<file path="config.mk">
export PLATFORM = sky130hd
export DESIGN_NAME = ram_dma
export DESIGN_NICKNAME = d
export VERILOG_FILES = /design/src/rtl/ram_dma.sv
export SDC_FILE = /design/constraint.sdc
export NUM_CORES = 1
export LEC_CHECK = 0
export ABC_AREA = 1
export BUFFER_PORTS_ARGS = -buffer_cell sky130_fd_sc_hd__buf_2
export CAP_MARGIN = 20
export CORE_UTILIZATION = 50
export DETAILED_ROUTE_END_ITERATION = 7
export PLACE_DENSITY = 0.72
export SLEW_MARGIN = 15
export SYNTH_ARGS = -nofsm -noshare
export SYNTH_HDL_FRONTEND = slang
export SYNTH_SLANG_ARGS = --single-unit
</file>
<file path="constraint.sdc">
create_clock -name clk -period 2.8 [get_ports clk]
set_clock_uncertainty 0.15 [all_clocks]
set_input_delay 0.56 -clock clk [delete_from_list [all_inputs] [get_ports clk]]
set_output_delay 0.56 -clock clk [all_outputs]
set_load 0.02 [all_outputs]
</file>
<file path="src/rtl/ram_dma.sv">
// ram_dma: block fill / block copy initiator for the 8-bit RAM.
//
// state | meaning
// ------+--------------------------------------------------------------
// IDLE  | waiting for start; RAM port strobes low
// RD    | copy only: read strobe at src+i
// LAT   | RAM read latency; ram_out is captured into ram_data at exit
// WR    | write strobe at dst+i; i and count advance at exit
// FIN   | one-cycle done pulse, then back to IDLE
module ram_dma #(
    parameter int AW = 8,
    parameter int DW = 8,
    parameter int LW = 8
) (
    input  logic          clk,
    input  logic          rst,
    input  logic          start,
    input  logic          mode,
    input  logic [AW-1:0] src,
    input  logic [AW-1:0] dst,
    input  logic [LW-1:0] len,
    input  logic [DW-1:0] fill_value,
    input  logic          abort,
    output logic          busy,
    output logic          done,
    output logic [LW-1:0] count,
    output logic          ram_read,
    output logic          ram_write,
    output logic [AW-1:0] ram_address,
    output logic [DW-1:0] ram_data,
    input  logic [DW-1:0] ram_out
);

    typedef enum logic [2:0] {IDLE, RD, LAT, WR, FIN} state_t;

    state_t        state;
    logic          mode_r;
    logic [AW-1:0] src_r;
    logic [AW-1:0] dst_r;
    logic [LW-1:0] len_r;
    logic [DW-1:0] fill_r;
    logic [LW-1:0] idx;
    logic [LW-1:0] idx_nxt;

    assign idx_nxt = idx + LW'(1);

    // Sequencer: all outputs are registered. In copy mode ram_data itself
    // serves as the data buffer, loaded from ram_out on the LAT->WR edge.
    always_ff @(posedge clk or posedge rst) begin
        if (rst) begin
            state       <= IDLE;
            mode_r      <= 1'b0;
            src_r       <= '0;
            dst_r       <= '0;
            len_r       <= '0;
            fill_r      <= '0;
            idx         <= '0;
            busy        <= 1'b0;
            done        <= 1'b0;
            count       <= '0;
            ram_read    <= 1'b0;
            ram_write   <= 1'b0;
            ram_address <= '0;
            ram_data    <= '0;
        end else begin
            case (state)
                IDLE: begin
                    done <= 1'b0;
                    // abort in the same cycle drops the start
                    if (start && !abort) begin
                        count <= '0;
                        idx   <= '0;
                        if (len == '0) begin
                            state <= FIN;
                            done  <= 1'b1;
                        end else begin
                            mode_r <= mode;
                            src_r  <= src;
                            dst_r  <= dst;
                            len_r  <= len;
                            fill_r <= fill_value;
                            busy   <= 1'b1;
                            if (mode) begin
                                state       <= RD;
                                ram_read    <= 1'b1;
                                ram_address <= src;
                            end else begin
                                state       <= WR;
                                ram_write   <= 1'b1;
                                ram_address <= dst;
                                ram_data    <= fill_value;
                            end
                        end
                    end
                end
                RD: begin
                    ram_read <= 1'b0;
                    if (abort) begin
                        state <= IDLE;
                        busy  <= 1'b0;
                    end else begin
                        state <= LAT;
                    end
                end
                LAT: begin
                    if (abort) begin
                        state <= IDLE;
                        busy  <= 1'b0;
                    end else begin
                        state       <= WR;
                        ram_write   <= 1'b1;
                        ram_address <= dst_r + AW'(idx);
                        ram_data    <= ram_out;
                    end
                end
                WR: begin
                    // the write strobed this cycle always lands, so count it
                    count     <= count + LW'(1);
                    idx       <= idx_nxt;
                    ram_write <= 1'b0;
                    if (abort) begin
                        state <= IDLE;
                        busy  <= 1'b0;
                    end else if (idx_nxt == len_r) begin
                        state <= FIN;
                        busy  <= 1'b0;
                        done  <= 1'b1;
                    end else if (mode_r) begin
                        state       <= RD;
                        ram_read    <= 1'b1;
                        ram_address <= src_r + AW'(idx_nxt);
                    end else begin
                        ram_write   <= 1'b1;
                        ram_address <= dst_r + AW'(idx_nxt);
                        ram_data    <= fill_r;
                    end
                end
                FIN: begin
                    done  <= 1'b0;
                    state <= IDLE;
                end
                default: begin
                    state     <= IDLE;
                    busy      <= 1'b0;
                    done      <= 1'b0;
                    ram_read  <= 1'b0;
                    ram_write <= 1'b0;
                end
            endcase
        end
    end

endmodule

</file>
==> reports/results.ini <==
[status]
outcome=completed

[synth]
yosysWarnings=0
ys_seq_area_frac=0.397
synth_ff_type=dfrtp_1
ys_seq_elements=72
async_flop_share=1.00
synth_area_um2=4540
mappedNetlistNets=671
synth_cells=608
ys_types=42
synth_edf_count=0
synth.avg_cell_area_um2=7.46

[floorplan]
core_um2=8760
row_count=34
die-area_um2=9460
die_h_um=97.3
start_util=0.518
die_w_um=97.3
pin_count=73

[sta]
setup_viol=0
max-slew-margin-rel=0.612
fin_tns_setup_ps=0
min_period_ps=2540
drv_slew=0
min_period_over_period=0.907
worst_slew_pin_slew_ps=582
hold_viol=0
rsz0062_at_grt=false
fmax_mhz=394
holdWs_ps=137

[route]
drcViolationCount=0
routed_wl_um=11400
routed_via_density=5.37
drtIter0Drc=216
firstDrtPassIters=6
vias=4281
antenna_left=0
wl_per_cell_um=14.3

[min_path]
hold_class=in2async

[critical_path]
r2r_start=idx[0]
reg2reg_slack_ps=260
endpoint_kind=register
r2r_end=ram_address[7]
critPathRequiredTime_ps=2900
critical_path_class=reg2reg
worstSetupStartpointType=register
cp_max_fo=5
r2r_cells=15
arrival_ps=2640

[clock_tree]
cts_buffers=9
tritoncts=built
cts_buffer_depth=2
cts-htree-levels=3
hold_buffers=0
clockRootBuffer=clkbuf_8
clk_latency_ps=350
cts_num_sinks=72
cts.clk_slew.worst_paths_ps=70

[global_routing]
grt_pass1_wl_um=19600
grt_max_degree=73
grt_pass1_vias=4284
antenna_found_initial=0
grtUsageTotal=0.260
grt.overflow.total=0

[pwr]
irDropWorstVdd_mv=0.519
p_leak_nw=2.81
powerDensity_nw_per_um2=1120

[final_layout]
syn_to_final_growth_pct=15.4
drive_gt1_frac=0.200
finalNetCount=747
diodes=0

[flow_run]
cap_violations=0

[placed_design]
port_buffers=72
post-dp-hpwl_um=8570
place_congestion=0.863

## stage by stage
step	worst slack (ps)	cell area [um^2]	total power, mW	utilization	std cells
6_report	260	5240	5.89	0.598	797
2_1_floorplan	265	4540	4.21	-	608
5_1_grt	1.27	5240	6.45	0.598	797
3_3_place_gp	310	5040	5.02	0.576	781
3_5_place_dp	236	5040	5.11	0.576	781
4_1_cts	225	5230	5.88	0.597	797
## area by class of cell
class                   instances  area (um^2)
clock buffers                  11          151
clock inverters                 5         31.3
fillers                       831         3530
inverters                      88          332
multi-input cells             431         2340
flip-flops and latches         72         1800
well taps                     108          135
repair buffers                 82          448
## routing by layer
metal	share of wire	track usage	vias up
met5	0	0	-
met4	0.018	0.0984	0
met3	0.045	0.0496	18
met2	0.49	0.441	120
met1	0.45	0.329	1994
li1	-	-	2149
## critical path, stage by stage (launching register included)
cell	delay (ps)
dfrtp_1	430
ha_1	230
nand2_2	90
nor2_2	130
nand4_1	120
nand2_1	130
inv_1	50
ha_1	340
a21oi_1	170
nand2_1	70
a21oi_1	160
nand3_1	90
nand3_1	80
nand3_1	70
nand2_1	70
nand2_1	40
## worst max path at each step
stage	startpoint	to	slack, ps
2_1_floorplan	rst	busy	270
3_3_place_gp	idx[1]	ram_address[6]	310
3_5_place_dp	idx[1]	ram_address[4]	240
4_1_cts	idx[1]	ram_address[4]	230
5_1_grt	idx[0]	ram_address[7]	1
6_report	idx[0]	ram_address[7]	260
## cells in the mapped netlist (2+ instances only)
library cell  number  area (um^2)
nor3_4             2         32.5
a21oi_1           15         75.1
or2_2              2         12.5
nor2_4             3         33.8
o211ai_1          11         82.6
a211oi_1           2         15.0
nor3_1             3         15.0
nand3b_1           3         22.5
o22ai_1            9         56.3
nor2_2             6         37.5
xor2_1             3         26.3
nand3_2            2         20.0
dfrtp_1           72         1800
mux2_1             8         90.1
nor2_1            28          105
inv_1             77          289
nand3_1           35          175
nand2_2            3         18.8
ha_1              16          200
nand4_1           19          119
nor4_1             2         12.5
o21ai_0           41          205
a221oi_1           2         17.5
inv_2              9         33.8
fa_1               2         40.0
clkbuf_1          10         37.5
nand2_1          185          694
xnor2_1            2         17.5
o21ai_2            6         52.6
nand2_4            3         33.8
buf_2              5         25.0
a22o_1             2         17.5
o21ai_1           11         55.1
## repair_timing
item,in CTS,in global routing
setup buffers,0,0
resized for setup,0,3
endpoints found under the setup margin,0,3
## power by group
part	leakage [nW]	switching (mW)	total (mW)	internal, mW
Clock	0.0951	0.400	0.767	0.367
Sequential	0.912	0.391	1.90	1.51
Combinational	1.80	2.05	3.23	1.18
Total	2.81	2.84	5.89	3.05
## state kept, by name, summed over array words and instances (netlist names), 3 cells and up
register	count
count	8
dst_r	8
fill_r	8
idx	8
len_r	8
ram_address	8
ram_data	8
src_r	8
state	3
## logic make-up after synthesis
family          Yosys count  share of synthesized area
simple gates            296                      0.294
flops                    72                      0.397
buf+inv                 105                     0.0910
xor+xnor                  5                    0.00965
fa+ha+maj                18                     0.0529
mux                       8                     0.0199
compound gates          104                      0.136
## layout by cell type, fill, tap and decap left out, types with 4 or more instances in the layout
| cell | n |
|---|---|
| nor2_2 | 6 |
| nor2_1 | 28 |
| inv_1 | 76 |
| o22ai_1 | 9 |
| o21ai_1 | 12 |
| inv_2 | 10 |
| o21ai_2 | 6 |
| clkinv_2 | 4 |
| buf_4 | 9 |
| buf_2 | 72 |
| o211ai_1 | 11 |
| a21oi_1 | 15 |
| nand4_1 | 19 |
| clkbuf_8 | 11 |
| dfrtp_1 | 71 |
| ha_1 | 16 |
| nand2_1 | 185 |
| o21ai_0 | 40 |
| mux2_1 | 8 |
| nand3_1 | 34 |
(Power assumes the default switching activity.)
